**config.mk**
```make
export PLATFORM = sky130hd
export DESIGN_NAME = boot_sleep_ctrl
export DESIGN_NICKNAME = d
export VERILOG_FILES = /design/src/rtl/boot_sleep_pkg.sv /design/src/rtl/boot_sat_counter.sv /design/src/rtl/boot_sleep_ctrl.sv
export SDC_FILE = /design/constraint.sdc
export NUM_CORES = 1
export LEC_CHECK = 0
export CORE_ASPECT_RATIO = 0.8
export CORE_MARGIN = 10
export CORE_UTILIZATION = 53
export CTS_BUF_LIST = sky130_fd_sc_hd__clkbuf_8
export CTS_CLUSTER_SIZE = 40
export DETAILED_ROUTE_END_ITERATION = 16
export GPL_TIMING_DRIVEN = 0
export PLACE_DENSITY = 0.91
export SETUP_SLACK_MARGIN = 0.3
export SLEW_MARGIN = 20
export SYNTH_ARGS = -nofsm -noshare
export SYNTH_HDL_FRONTEND = slang
export SYNTH_HIERARCHICAL = 1
export SYNTH_SLANG_ARGS = --single-unit
```
**constraint.sdc**
```tcl
create_clock -name clk -period 2.9 [get_ports clk]
set_clock_uncertainty 0.1 [all_clocks]
set_input_delay 0.29 -clock clk [delete_from_list [all_inputs] [get_ports clk]]
set_output_delay 0.29 -clock clk [all_outputs]
set_load 0.02 [all_outputs]
```
**src/rtl/boot_sleep_pkg.sv**
```systemverilog
// Shared definitions for the boot/sleep controller and the peripheral status register.
// The state encoding is visible to software through state_o.
package boot_sleep_pkg;

    typedef enum logic [2:0] {
        ST_WAIT_LOCK  = 3'd0,
        ST_RST_HOLD   = 3'd1,
        ST_WAIT_FETCH = 3'd2,
        ST_RUN        = 3'd3,
        ST_SLEEP_PEND = 3'd4,
        ST_SLEEP      = 3'd5,
        ST_WAKE       = 3'd6
    } state_t;

    localparam logic [2:0] STATE_ENC_WAIT_LOCK  = 3'd0;
    localparam logic [2:0] STATE_ENC_RST_HOLD   = 3'd1;
    localparam logic [2:0] STATE_ENC_WAIT_FETCH = 3'd2;
    localparam logic [2:0] STATE_ENC_RUN        = 3'd3;
    localparam logic [2:0] STATE_ENC_SLEEP_PEND = 3'd4;
    localparam logic [2:0] STATE_ENC_SLEEP      = 3'd5;
    localparam logic [2:0] STATE_ENC_WAKE       = 3'd6;

    // Cycles the core clock runs with fetch held off after a wake-up.
    localparam int unsigned WAKE_CYCLES = 2;

    function automatic int unsigned cnt_width(input int unsigned n);
        return $clog2(n) + 1;
    endfunction

endpackage

```
**src/rtl/boot_sat_counter.sv**
```systemverilog
// Saturating up-counter with synchronous clear and a terminal-count flag.
// Clear has priority over enable; the count holds once it equals i_terminal.
module boot_sat_counter #(
    parameter int unsigned WIDTH = 4
) (
    input  logic             clk,
    input  logic             rst,
    input  logic             i_clr,
    input  logic             i_en,
    input  logic [WIDTH-1:0] i_terminal,
    output logic [WIDTH-1:0] o_count,
    output logic             o_tc
);

    logic [WIDTH-1:0] r_count;
    logic             w_tc;

    assign w_tc = (r_count == i_terminal);

    always_ff @(posedge clk or posedge rst) begin
        if (rst) begin
            r_count <= '0;
        end else if (i_clr) begin
            r_count <= '0;
        end else if (i_en && !w_tc) begin
            r_count <= r_count + 1'b1;
        end
    end

    assign o_count = r_count;
    assign o_tc    = w_tc;

endmodule

```
**src/rtl/boot_sleep_ctrl.sv**
```systemverilog
// Power-up sequencing (FLL lock, core reset hold, boot address latch) and
// software-requested clock-gated sleep with interrupt wake for the core region.
module boot_sleep_ctrl
    import boot_sleep_pkg::*;
#(
    parameter int unsigned LOCK_STABLE_CYCLES  = 16,
    parameter int unsigned LOCK_TIMEOUT_CYCLES = 4096,
    parameter int unsigned RST_HOLD_CYCLES     = 8,
    parameter logic [31:0] BOOT_ADDR_ROM       = 32'h0000_8000,
    parameter logic [31:0] BOOT_ADDR_RAM       = 32'h0000_0000
) (
    input  logic        clk,
    input  logic        rst,
    input  logic        fll_lock_i,
    input  logic        boot_sel_i,
    input  logic        fetch_enable_i,
    input  logic        sleep_req_i,
    input  logic        core_busy_i,
    input  logic        irq_pending_i,
    output logic        core_rst_o,
    output logic        fetch_enable_o,
    output logic        clk_gate_core_o,
    output logic [31:0] boot_addr_o,
    output logic        lock_timeout_o,
    output logic [2:0]  state_o
);

    localparam int unsigned STAB_W = cnt_width(LOCK_STABLE_CYCLES);
    localparam int unsigned TO_W   = cnt_width(LOCK_TIMEOUT_CYCLES);
    localparam int unsigned HOLD_N = (RST_HOLD_CYCLES > WAKE_CYCLES) ? RST_HOLD_CYCLES : WAKE_CYCLES;
    localparam int unsigned HOLD_W = cnt_width(HOLD_N);

    state_t            r_state;
    state_t            w_next;
    logic              w_set_timeout;
    logic              w_latch_boot;

    logic              r_core_rst;
    logic              r_fetch_en;
    logic              r_clk_gate;
    logic [31:0]       r_boot_addr;
    logic              r_lock_timeout;

    logic              w_stab_clr;
    logic              w_stab_tc;
    logic [STAB_W-1:0] w_stab_cnt;
    logic              w_to_clr;
    logic              w_to_tc;
    logic [TO_W-1:0]   w_to_cnt;
    logic              w_hold_clr;
    logic              w_hold_tc;
    logic [HOLD_W-1:0] w_hold_cnt;
    logic [HOLD_W-1:0] w_hold_term;
    logic              w_in_hold;

    assign w_stab_clr = (r_state != ST_WAIT_LOCK) || !fll_lock_i;
    assign w_to_clr   = (r_state != ST_WAIT_LOCK);

    // One counter times both RST_HOLD and WAKE; it restarts on every state change.
    assign w_in_hold   = (r_state == ST_RST_HOLD) || (r_state == ST_WAKE);
    assign w_hold_clr  = !w_in_hold || (w_next != r_state);
    assign w_hold_term = (r_state == ST_WAKE) ? HOLD_W'(WAKE_CYCLES - 1)
                                              : HOLD_W'(RST_HOLD_CYCLES - 1);

    boot_sat_counter #(.WIDTH(STAB_W)) u_stab_cnt (
        .clk        (clk),
        .rst        (rst),
        .i_clr      (w_stab_clr),
        .i_en       (fll_lock_i),
        .i_terminal (STAB_W'(LOCK_STABLE_CYCLES - 1)),
        .o_count    (w_stab_cnt),
        .o_tc       (w_stab_tc)
    );

    boot_sat_counter #(.WIDTH(TO_W)) u_to_cnt (
        .clk        (clk),
        .rst        (rst),
        .i_clr      (w_to_clr),
        .i_en       (1'b1),
        .i_terminal (TO_W'(LOCK_TIMEOUT_CYCLES - 1)),
        .o_count    (w_to_cnt),
        .o_tc       (w_to_tc)
    );

    boot_sat_counter #(.WIDTH(HOLD_W)) u_hold_cnt (
        .clk        (clk),
        .rst        (rst),
        .i_clr      (w_hold_clr),
        .i_en       (1'b1),
        .i_terminal (w_hold_term),
        .o_count    (w_hold_cnt),
        .o_tc       (w_hold_tc)
    );

    always_ff @(posedge clk or posedge rst) begin
        if (rst) begin
            r_state <= ST_WAIT_LOCK;
        end else begin
            r_state <= w_next;
        end
    end

    always_comb begin
        w_next        = r_state;
        w_set_timeout = 1'b0;
        w_latch_boot  = 1'b0;
        case (r_state)
            ST_WAIT_LOCK: begin
                // A completed lock run beats a coincident timeout.
                if (fll_lock_i && w_stab_tc) begin
                    w_next = ST_RST_HOLD;
                end else if (w_to_tc) begin
                    w_next        = ST_RST_HOLD;
                    w_set_timeout = 1'b1;
                end
            end
            ST_RST_HOLD: begin
                if (w_hold_tc) begin
                    w_next       = ST_WAIT_FETCH;
                    w_latch_boot = 1'b1;
                end
            end
            ST_WAIT_FETCH: begin
                if (fetch_enable_i) begin
                    w_next = ST_RUN;
                end
            end
            ST_RUN: begin
                if (!fetch_enable_i) begin
                    w_next = ST_WAIT_FETCH;
                end else if (sleep_req_i) begin
                    w_next = ST_SLEEP_PEND;
                end
            end
            ST_SLEEP_PEND: begin
                if (irq_pending_i) begin
                    w_next = ST_RUN;
                end else if (!core_busy_i) begin
                    w_next = ST_SLEEP;
                end
            end
            ST_SLEEP: begin
                if (irq_pending_i) begin
                    w_next = ST_WAKE;
                end
            end
            ST_WAKE: begin
                if (w_hold_tc) begin
                    w_next = fetch_enable_i ? ST_RUN : ST_WAIT_FETCH;
                end
            end
            default: begin
                w_next = ST_WAIT_LOCK;
            end
        endcase
    end

    // Outputs are registered from the next state so they move on the transition edge.
    always_ff @(posedge clk or posedge rst) begin
        if (rst) begin
            r_core_rst     <= 1'b1;
            r_fetch_en     <= 1'b0;
            r_clk_gate     <= 1'b1;
            r_boot_addr    <= BOOT_ADDR_RAM;
            r_lock_timeout <= 1'b0;
        end else begin
            r_core_rst <= (w_next == ST_WAIT_LOCK) || (w_next == ST_RST_HOLD);
            r_fetch_en <= (w_next == ST_RUN);
            r_clk_gate <= (w_next != ST_SLEEP);
            if (w_set_timeout) begin
                r_lock_timeout <= 1'b1;
            end
            if (w_latch_boot) begin
                r_boot_addr <= boot_sel_i ? BOOT_ADDR_ROM : BOOT_ADDR_RAM;
            end
        end
    end

    assign core_rst_o      = r_core_rst;
    assign fetch_enable_o  = r_fetch_en;
    assign clk_gate_core_o = r_clk_gate;
    assign boot_addr_o     = r_boot_addr;
    assign lock_timeout_o  = r_lock_timeout;
    assign state_o         = r_state;

endmodule

```
Word-level counts from Yosys, hierarchy flattened
Cells that the tools add are included.

storage, ports and cells
  flip-flop bits (word level) = 61
  input port bits = 8
  logic and storage cells = 65

operators by class
  add/sub/neg operators = 3
  equality and inequality tests = 15
  multiplexer cells = 25
  reductions and logical operators = 13

operators with widths
  cell                                                                     count
  3-bit two-way mux                                                        11
  13-bit two-way mux                                                       2
  3-bit one-hot mux with 7 select lines                                    1
  16-bit two-way mux                                                       1
  13-bit by 1-bit adder with 13-bit output, second input constant          1
  13-bit by 12-bit == test with 1-bit output, second input constant        1
  5-bit two-way mux                                                        2
  3-bit by 2-bit == test with 1-bit output, second input constant          3
  3-bit == test, second input constant                                     3
  4-bit two-way mux                                                        2
  3-bit by 1-bit == test with 1-bit output, second input constant          2
  3-bit logical NOT                                                        2
  1-bit two-way mux                                                        6
  5-bit by 1-bit adder with 5-bit output, second input constant            1
  5-bit by 4-bit == test with 1-bit output, second input constant          1
  4-bit by 1-bit adder with 4-bit output, second input constant            1
  4-bit by 3-bit == test with 1-bit output                                 1
  1-bit logical OR                                                         4
  2-bit by 1-bit inequality test with 1-bit output, second input constant  2
  1-bit logical NOT                                                        3
  3-bit inequality test                                                    1
  3-bit inequality test, second input constant                             1
  3-bit nonzero test                                                       1
  1-bit logical AND                                                        2
  2-bit nonzero test                                                       1

Depth between registers and ports, before layout
Gate-level depths: netlist of run 1.

  word-level depth = 8
  depth in mapped cells = 10
  depth with buffers taken out = 9

Modules after synthesis
The synthesis of run 1 kept the hierarchy.

modules (own cells, without submodules)
  module                         times used  cells each  area an instance (um^2)  sequential area each (um^2)
  boot_sat_counter (u_to_cnt)    1           97          907.1                    325.3
  boot_sleep_ctrl                1           77          703.2                    202.7
  boot_sat_counter (u_stab_cnt)  1           41          376.6                    125.1
  boot_sat_counter (u_hold_cnt)  1           24          260.2                    100.1

Least setup slack after synthesis of run 1
No wires, ideal clock.

  path type = register -> register
  start point = register r_state[1], in the netlist state_o[1]
  end point = register r_fetch_en, in the netlist fetch_enable_o
  setup time = 130 ps
  arrival = 2154 ps
  setup slack = 516 ps
  cell stages (with the launch flop) = 8
  clock period less this slack = 2384 ps
  cells stage by stage = dfrtp_1 > nor2b_4 > nand2_1 > xor2_1 > nor4_1 > o21ai_0 > a221o_1 > nor3b_2

between the ends
  word-level cells in the longest chain between the ends = 6
  elaborated cells between the ends (all ways) = 21
  classes of those cells = eq/ne (8); mux (12); reduce/logical (1)

ends and longest elaborated chain
  element                                     line                                            text
  from (decl)                                 boot_sleep_ctrl.sv:33                           state_t r_state;
  from (signal assigned)                      boot_sleep_ctrl.sv:99                           r_state <= w_next;
  3-bit == test *                             boot_sleep_ctrl.sv:62                           assign w_hold_term = (r_state == ST_WAKE) ? HOLD_W'(WAKE_CYCLES - 1)
  3-bit two-way mux *                         boot_sleep_ctrl.sv:62
  named net w_hold_term[1]                    boot_sleep_ctrl.sv:53                           logic [HOLD_W-1:0] w_hold_term;
  4-bit by 3-bit == test with 1-bit output *  boot_sat_counter.sv:18                          assign w_tc = (r_count == i_terminal);
  named net w_hold_tc                         boot_sleep_ctrl.sv:51                           logic w_hold_tc;
  3-bit two-way mux (on tied branches)        boot_sleep_ctrl.sv:148, boot_sleep_ctrl.sv:118
  3-bit one-hot mux with 7 select lines *     boot_sleep_ctrl.sv:107                          case (r_state)
  named net w_next[0]                         boot_sleep_ctrl.sv:34                           state_t w_next;
  3-bit by 2-bit == test with 1-bit output *  boot_sleep_ctrl.sv:168                          r_fetch_en <= (w_next == ST_RUN);
  to (signal assigned)                        boot_sleep_ctrl.sv:168
  to (decl)                                   boot_sleep_ctrl.sv:39                           logic r_fetch_en;

Mark *: on every way through the listed nets, which the timed path passes. The rest lies on a longest branch.
A chain may end at the register's enable or synchronous reset.

Final worst setup path of run 1
Ends and elaborated chain as after synthesis.

==> flow_metrics.tcl, run 1 <==
set metrics [dict create \
    p_seq_share_pct 37.3 \
    ys_ff_latch 30 \
    post_synth.cell_area_avg_um2 9.40 \
    synthDistinctLibCells 54 \
    cellPowerDensity_nw_per_um2 511 \
    vias 1766 \
    p_switching_mw 0.525 \
    clkLatencyLatePin_ps 280 \
    use_met1_pct 13.9 \
    p_int_mw 0.897 \
    synthCells 239 \
    rsz0062_at_grt "false" \
    status "complete, no violations" \
    overflow 0 \
    grt_pass1_wl_um 7560 \
    dp_hpwl_um 3690 \
    max_clock_freq_mhz 402 \
    grt_usage_pct 12.6 \
    postCtsSetupBuffers 0 \
    crit_buf_inv 0 \
    clock-root-buffer "clkbuf_8" \
    fin_crit_ps 2490 \
    max-vdd-ir-drop_mv 0.418 \
    place_congestion 0.853 \
    ant_nets 0 \
    fin_ws_ps 414 \
    numCtsBuffers 5 \
    min_path_type "input pin to asynchronous set/reset pin" \
    die_w_um 92.8 \
    synth.most_common_cell "buf_4" \
    p_comb_share_pct 38.6 \
    drv_cap 0 \
    critPathArrivalTime_ps 2550 \
    cp-start-kind "register" \
    grt_pass1_vias 1691 \
    path_clk_slew_ps 60 \
    finalSetupViolations 0 \
    clock_sink_count 30 \
    grt_max_degree 14 \
    antenna_found_initial 0 \
    slew-limit-headroom_pct 66.0 \
    cts_max_level 2 \
    rows 21 \
    routedWlPerCell_um 12.2 \
    cpPeakStageDelay_ps 510 \
    synthTopCellsByArea "dfrtp_1 31%, buf_4 11%, xnor2_1 5.1%" \
    synthFlopType "dfrtp_1" \
    crit_family "simple AND/OR/NAND/NOR gates" \
    p_sw_share_pct 36.9 \
    pre_cts_ws_ps 355 \
    busiest_layer "met2" \
    synth_area_um2 2250 \
    finalHoldViolCount 0 \
    synth_top_area_share_pct 31.2 \
    die_y_um 78.2 \
    worstPathMaxFanout 10 \
    crit_path_top_delay_cell "dfrtp_1" \
    synth_largest_area_cell "dfrtp_1" \
    p_leak_nw 1.33 \
    finalMaxSlewViolations 0 \
    synth_edf_count 0 \
    cts_buffer_depth 2 \
    cp_cell_sequence "nor2b_4 > nand2_1 > xor2_1 > nor4_2 > nand2b_1 > a32o_1 > a221o_1 > nor3b_2" \
    drc 0 \
    first_pass_iters 4 \
    antenna_cells 0 \
    tightestPinTransition_ps 509 \
    port_buffers 15 \
    min_period_over_period_pct 85.7 \
    grt_use_met3_pct 4.37 \
    via_per_inst 4.68 \
    yosys_warnings 6 \
    use_met2_pct 21.6 \
    clkPwrFrac_pct 24.1 \
    drt-initial-drc-count 135 \
    synth_common_cells "33 x buf_4, 28 x dfrtp_1, 18 x a21oi_1" \
    routed_wl_um 4610 \
    pin_count 47 \
    required_ps 2960 \
    ctsHoldBuffers 0 \
    initial_core_util_pct 54.1 \
    drive_above_1_share_pct 20.3 \
    yosysSeqAreaShare_pct 33.5 \
    cts_tree "yes" \
    cp-end-kind "register" \
    path_class "register to register" \
    finalNetCount 330 \
    async_reset_ff_share_pct 100 \
    core_um2 4150 \
    setup_tns_ps 0 \
    area_growth_pct 23.9 \
    dieArea_um2 7260 \
]
[cells in the final DEF, fill, tap and decap left out, drive strengths merged, types with 7 or more instances in the layout]
cell | Yosys | final
or3 | 7 | 7
nand4 | 7 | 7
xor2 | 9 | 9
clkbuf | 1 | 7
buf | 37 | 37
a21oi | 18 | 18
conb | 2 | 60
clkdlybuf4s50 | 0 | 15
dfrtp | 28 | 28
mux2 | 8 | 8
o21ai | 9 | 9
xnor2 | 14 | 14
nand2 | 10 | 10
nor2b | 8 | 8
nor2 | 13 | 13
nand3 | 12 | 12
inv | 9 | 10
[final timing paths]
path,slack (ps),from,cells past startpoint,to
worst min register to register,370,lock_timeout_o,1,lock_timeout_o
worst min-delay path,200,rst,2,u_hold_cnt/o_count[1]
worst max-delay path,410,state_o[1],8,fetch_enable_o
min in group clk,370,lock_timeout_o,1,lock_timeout_o
worst max register to register,410,state_o[1],8,fetch_enable_o
max in group asynchronous,2010,rst,2,u_to_cnt/o_count[7]
[metal layers]
| layer | routed length, um | part of all wire, % |
|---|---|---|
| met5 | 0 | 0 |
| met4 | 30 | 0.65 |
| met3 | 295 | 6.4 |
| met2 | 2360 | 51 |
| met1 | 1930 | 42 |
[flip-flops by register name (all words and copies together), names as in the netlist]
register and flops:
u_hold_cnt/o_count 4, fetch_enable_o 1, u_to_cnt/o_count 13, core_rst_o 1, boot_addr_o 1, state_o 3, lock_timeout_o 1, clk_gate_core_o 1
u_stab_cnt/o_count 5
[layout make-up]
cell class,instances,area (um^2)
Multi-Input combinational cell,219,1390
Fill cell,356,1370
Sequential cell,30,753
Buffer,38,289
Timing Repair Buffer,15,150
Clock buffer,6,82.6
Tap cell,57,71.3
Inverter,10,37.5
Clock inverter,2,8.76
[power groups by stage]
stage	logic, mW	clock network, mW	registers, mW
after global placement	0.527	0	0.532
after global routing	0.602	0.368	0.539
after CTS	0.545	0.348	0.530
after floorplan	0.405	0	0.547
final	0.549	0.343	0.530
after detailed placement	0.543	0	0.538
[metrics by stage]
stage          cells  cell area, um^2  util (%)  hold WS, ps  total power [mW]
2_1_floorplan    297             2460         -        -43.9             0.952
3_3_place_gp     369             2690      64.7          355              1.06
3_5_place_dp     369             2690      64.7          361              1.08
4_1_cts          377             2780      66.9          221              1.42
5_1_grt          377             2780      67.1          239              1.51
6_report         377             2780      67.1          203              1.42
[timing repair]
action	CTS	global route
setup endpoints to repair	0	2
hold endpoints to repair	0	0
resized for setup	0	1
[cell families (layout without fill, tap and decap cells)]
logic type	count (synthesis)	after routing	share of synthesized area, %
buf+inv	48	71	14.5
mux	10	10	5.23
other cells	2	60	0.334
fa+ha+maj	3	3	1.67
compound gates	43	43	12.9
xor+xnor	23	23	9.63
simple gates	80	80	22.2
flops	30	30	33.5
(Power assumes the default switching activity.)
==> inputs of run 2 (changes only) <==
--- a/config.mk
+++ b/config.mk
@@ -7,12 +7,14 @@
 export LEC_CHECK = 0
 export CORE_ASPECT_RATIO = 0.8
 export CORE_MARGIN = 10
-export CORE_UTILIZATION = 53
+export CORE_UTILIZATION = 60
 export CTS_BUF_LIST = sky130_fd_sc_hd__clkbuf_8
 export CTS_CLUSTER_SIZE = 40
 export DETAILED_ROUTE_END_ITERATION = 16
+export DONT_BUFFER_PORTS = 1
 export GPL_TIMING_DRIVEN = 0
-export PLACE_DENSITY = 0.91
+export PLACE_DENSITY = 0.85
+export REMOVE_ABC_BUFFERS = 1
 export SETUP_SLACK_MARGIN = 0.3
 export SLEW_MARGIN = 20
 export SYNTH_ARGS = -nofsm -noshare
==> run 2 against run 1 <==
  * Cell count decreased by 18%
  * Critical path depth decreased by 1
  * Register-to-register slack about the same
  * Worst setup slack got worse by 10 ps
  * Count of clock-buffer cells in the layout unchanged
==> flow_metrics.tcl, run 2 (synthesized netlist as in run 1, its figures left out) <==
set metrics [dict create \
    finalMaxSlewViolations 0 \
    p_sw_share_pct 38.7 \
    finalSetupViolations 0 \
    rsz0062_at_grt "false" \
    dieArea_um2 6610 \
    clkPwrFrac_pct 25.6 \
    drv_cap 0 \
    finalNetCount 279 \
    numCtsBuffers 5 \
    layout_commonest_cell "conb_1" \
    layout_common_cells "60 x conb_1, 26 x dfrtp_1, 18 x a21oi_1" \
    drc 0 \
    critPathArrivalTime_ps 2550 \
    largest_reg_flops 13 \
    dpl.cell_count 301 \
    clkLatencyLatePin_ps 280 \
    p_leak_nw 1.08 \
    die_w_um 88.4 \
    grt_usage_pct 12.6 \
    drive_above_1_share_pct 12.6 \
    antenna_cells 0 \
    cts_buffer_depth 2 \
    grt_max_degree 25 \
    slew-limit-headroom_pct 55.7 \
    clock_sink_count 30 \
    cts_tree "yes" \
    cp-start-kind "register" \
    instances_no_fill 311 \
    antenna_found_initial 0 \
    drt-initial-drc-count 112 \
    rows 19 \
    first_pass_iters 4 \
    tightestPinTransition_ps 659 \
    finalHoldViolCount 0 \
    max-vdd-ir-drop_mv 0.428 \
    initial_core_util_pct 63.9 \
    routedWlPerCell_um 14.0 \
    fin_crit_ps 2500 \
    pin_count 47 \
    grt_pass1_wl_um 6670 \
    cp-end-kind "register" \
    min_period_over_period_pct 86.1 \
    clock-root-buffer "clkbuf_8" \
    vias 1610 \
    min_path_type "input pin to register" \
    p_seq_share_pct 44.2 \
    ant_nets 0 \
    via_per_inst 5.18 \
    port_buffers 0 \
    cts_max_level 2 \
    place_congestion 0.798 \
    worstPathMaxFanout 10 \
    dp_hpwl_um 3220 \
    setup_tns_ps 0 \
    cellPowerDensity_nw_per_um2 561 \
    routed_wl_um 4370 \
    status "complete, no violations" \
    required_ps 2960 \
    overflow 0 \
    path_class "register to register" \
    die_y_um 74.7 \
    p_comb_share_pct 30.1 \
    core_um2 3520 \
    grt_pass1_vias 1483 \
    path_clk_slew_ps 60 \
    p_int_mw 0.815 \
    p_switching_mw 0.515 \
    area_growth_pct 5.46 \
    max_clock_freq_mhz 401 \
]
==> run 2: changes by cell type in the layout (fill, tap and decap cells not counted), sizes merged <==
cell and change:
buf -36, clkdlybuf4s50 -15, dlygate4sd3 +1, clkbuf -1
==> run 2: routing by layer <==
layer	wire, um	vias to the layer above	GRT usage (%)
met3	337	6	5.18
li1	-	804	-
met1	1980	755	15.5
met5	0	-	0
met4	29	0	2.68
met2	2020	45	20.3
==> run 2: power groups by stage <==
stage | Sequential, mW | Combinational [mW] | Clock [mW]
final | 0.588 | 0.401 | 0.341
after global routing | 0.600 | 0.451 | 0.366
after CTS | 0.583 | 0.391 | 0.349
after detailed placement | 0.590 | 0.385 | 0
after global placement | 0.588 | 0.369 | 0
after floorplan | 0.567 | 0.327 | 0
==> run 2: what timing repair did <==
item                                   in CTS  in global routing
setup buffers                               0                  0
setup endpoints to repair                   6                  4
hold buffers                                1                  0
resized for setup                           2                  4
endpoints found under the hold margin      28                  0
==> run 2: critical path, cell delays in order, from the launching register on <==
cell,delay [ps]
dfrtp_2,510
nor2b_4,230
nand2_1,170
xor2_2,250
nor4_4,380
o21ai_0,160
a221o_1,400
nor3b_2,160
==> run 2: final cells by class <==
cell class | instances | area [um^2]
Clock buffer | 6 | 82.6
Clock inverter | 2 | 8.76
Fill cell | 286 | 1150
Inverter | 10 | 37.5
Multi-Input combinational cell | 219 | 1420
Sequential cell | 30 | 756
Tap cell | 42 | 52.6
Timing Repair Buffer | 2 | 17.5
==> run 2: final timing paths <==
path                                            from                     to  slack, ps  depth (start not counted)
worst min-delay path                      boot_sel_i        boot_addr_o[15]         70                          1
worst max-delay path                      state_o[1]         fetch_enable_o        400                          7
worst max register to register            state_o[1]         fetch_enable_o        400                          7
max in group asynchronous                        rst    u_to_cnt/o_count[5]       1910                          2
min in group asynchronous                        rst  u_hold_cnt/o_count[3]        320                          2
worst min register to register  u_to_cnt/o_count[12]   u_to_cnt/o_count[12]        470                          2
==> run 2: per-stage QoR <==
| step | worst slack (ps) | power [mW] | hold slack [ps] | instance area (um^2) | util (%) |
|---|---|---|---|---|---|
| 6_report | 404 | 1.33 | 65.4 | 2370 | 67.4 |
| 3_3_place_gp | 195 | 0.957 | -21.3 | 2230 | 63.3 |
| 4_1_cts | 334 | 1.32 | 57.3 | 2340 | 66.4 |
| 2_1_floorplan | 490 | 0.894 | -43.9 | 2180 | - |
| 5_1_grt | 295 | 1.42 | 57.6 | 2370 | 67.4 |
| 3_5_place_dp | 95.2 | 0.975 | -22.0 | 2230 | 63.3 |
==> inputs of run 3 (changes only) <==
--- a/config.mk
+++ b/config.mk
@@ -7,13 +7,12 @@
 export LEC_CHECK = 0
 export CORE_ASPECT_RATIO = 0.8
 export CORE_MARGIN = 10
-export CORE_UTILIZATION = 60
+export CORE_UTILIZATION = 53
 export CTS_BUF_LIST = sky130_fd_sc_hd__clkbuf_8
 export CTS_CLUSTER_SIZE = 40
 export DETAILED_ROUTE_END_ITERATION = 16
-export DONT_BUFFER_PORTS = 1
 export GPL_TIMING_DRIVEN = 0
-export PLACE_DENSITY = 0.85
+export PLACE_DENSITY = 0.91
 export REMOVE_ABC_BUFFERS = 1
 export SETUP_SLACK_MARGIN = 0.3
 export SLEW_MARGIN = 20
==> run 3 against run 2 <==
  * Hold slack better by 150 ps
  * Highest routed layer unchanged
  * First-iteration DRC count rose by 27%
  * Cell area rose by 6.9%
  * Count of clock-buffer cells in the layout stayed put
  * Largest cell class unchanged
==> flow_metrics.tcl, run 3 (synthesized netlist as in run 1, its figures left out) <==
set metrics [dict create \
    antenna_found_initial 0 \
    status "complete, no violations" \
    die_y_um 78.2 \
    path_clk_slew_ps 60 \
    routed_wl_um 4610 \
    crit_family "simple AND/OR/NAND/NOR gates" \
    min_period_over_period_pct 84.4 \
    overflow 0 \
    layout_commonest_cell "conb_1" \
    slew-limit-headroom_pct 31.4 \
    initial_core_util_pct 54.1 \
    clkLatencyLatePin_ps 290 \
    grt_pass1_wl_um 7330 \
    clkPwrFrac_pct 25.0 \
    drt-initial-drc-count 142 \
    finalSetupViolations 0 \
    p_comb_share_pct 34.8 \
    clock_sink_count 30 \
    cts_tree "yes" \
    p_int_mw 0.852 \
    die_w_um 92.8 \
    cp_cell_sequence "nor2b_4 > nand2_1 > xor2_2 > nor4_4 > nand2b_1 > a32o_1 > a221o_1 > nor3b_2" \
    rows 21 \
    grt_usage_pct 12.2 \
    cpPeakStageDelay_ps 510 \
    dp_hpwl_um 3470 \
    place_congestion 0.881 \
    finalMaxSlewViolations 0 \
    p_leak_nw 1.13 \
    finalHoldViolCount 0 \
    drive_above_1_share_pct 11.7 \
    max-vdd-ir-drop_mv 0.506 \
    cp-start-kind "register" \
    first_pass_iters 4 \
    p_sw_share_pct 38.6 \
    path_class "register to register" \
    min_path_type "input pin to asynchronous set/reset pin" \
    dieArea_um2 7260 \
    hold_ws_ps 211 \
    routedWlPerCell_um 13.6 \
    tightestPinTransition_ps 1020 \
    drc 0 \
    grt_max_degree 25 \
    core_um2 4150 \
    port_buffers 15 \
    p_seq_share_pct 40.2 \
    clock-root-buffer "clkbuf_8" \
    required_ps 2960 \
    antenna_cells 0 \
    layout_common_cells "60 x conb_1, 27 x dfrtp_1, 18 x a21oi_1" \
    via_per_inst 4.97 \
    max_clock_freq_mhz 409 \
    cellPowerDensity_nw_per_um2 548 \
    cts_max_level 2 \
    ctsHoldBuffers 0 \
    ant_nets 0 \
    vias 1689 \
    pin_count 47 \
    rsz0062_at_grt "false" \
    area_growth_pct 12.7 \
    p_total_mw 1.39 \
    grt_pass1_vias 1614 \
    crit_path_top_delay_cell "dfrtp_1" \
    worstPathMaxFanout 11 \
    cp-end-kind "register" \
    crit_buf_inv 0 \
    p_switching_mw 0.536 \
    numCtsBuffers 5 \
    cts_buffer_depth 2 \
    finalNetCount 293 \
    largest_reg_flops 13 \
    setup_tns_ps 0 \
    fin_crit_ps 2450 \
    drv_cap 0 \
    critPathArrivalTime_ps 2510 \
]
## run 3: changes by cell type in the layout (fill, tap and decap cells not counted)
cell | previous run | this run
buf_4 | 1 | 0
clkdlybuf4s50_1 | 0 | 15
dlygate4sd3_1 | 1 | 0
nor4_2 | 0 | 1
dfrtp_1 | 26 | 27
dfrtp_2 | 2 | 1
## run 3: worst paths after layout
check,start,endpoint,slack (ps),cells after the start
max,state_o[0],fetch_enable_o,450,8
min,rst,u_hold_cnt/o_count[1],210,2
max reg2reg,state_o[0],fetch_enable_o,450,8
min reg2reg,lock_timeout_o,lock_timeout_o,380,1
max in group asynchronous,rst,u_to_cnt/o_count[1],1980,2
min in group clk,lock_timeout_o,lock_timeout_o,380,1
## run 3: final cells by class
class / instances / area, um^2
fillers: 354 / 1620
clock buffers: 6 / 82.6
well taps: 57 / 71.3
clock inverters: 2 / 8.76
repair buffers: 15 / 150
flip-flops and latches: 30 / 754
inverters: 10 / 37.5
multi-input cells: 220 / 1430
## run 3: metal layers
metal  wire [um]  track usage [%]  vias up
met5           0                0        -
met4          91             6.00        0
met3         299             4.18        8
met2        2240             19.1       48
met1        1980             14.7      800
li1            -                -      833
## run 3: power groups by stage
stage / combinational, mW / sequential (mW) / clock [mW]
6_report: 0.484 / 0.558 / 0.346
5_1_grt: 0.528 / 0.569 / 0.373
4_1_cts: 0.471 / 0.554 / 0.358
3_5_place_dp: 0.467 / 0.561 / 0
3_3_place_gp: 0.443 / 0.559 / 0
2_1_floorplan: 0.327 / 0.567 / 0
## run 3: what timing repair did
action	4_1_cts	5_1_grt
buffers inserted	0	0
gates resized for setup	0	5
setup endpoints to repair	0	6
## run 3: stage by stage
stage          worst slack [ps]  area [um^2]  utilization (%)  instances
2_1_floorplan               490         2180                -        259
3_3_place_gp                378         2400             57.7        331
3_5_place_dp                363         2400             57.7        331
4_1_cts                     335         2490             59.9        339
5_1_grt                     329         2530             61.0        340
6_report                    453         2530             61.0        340
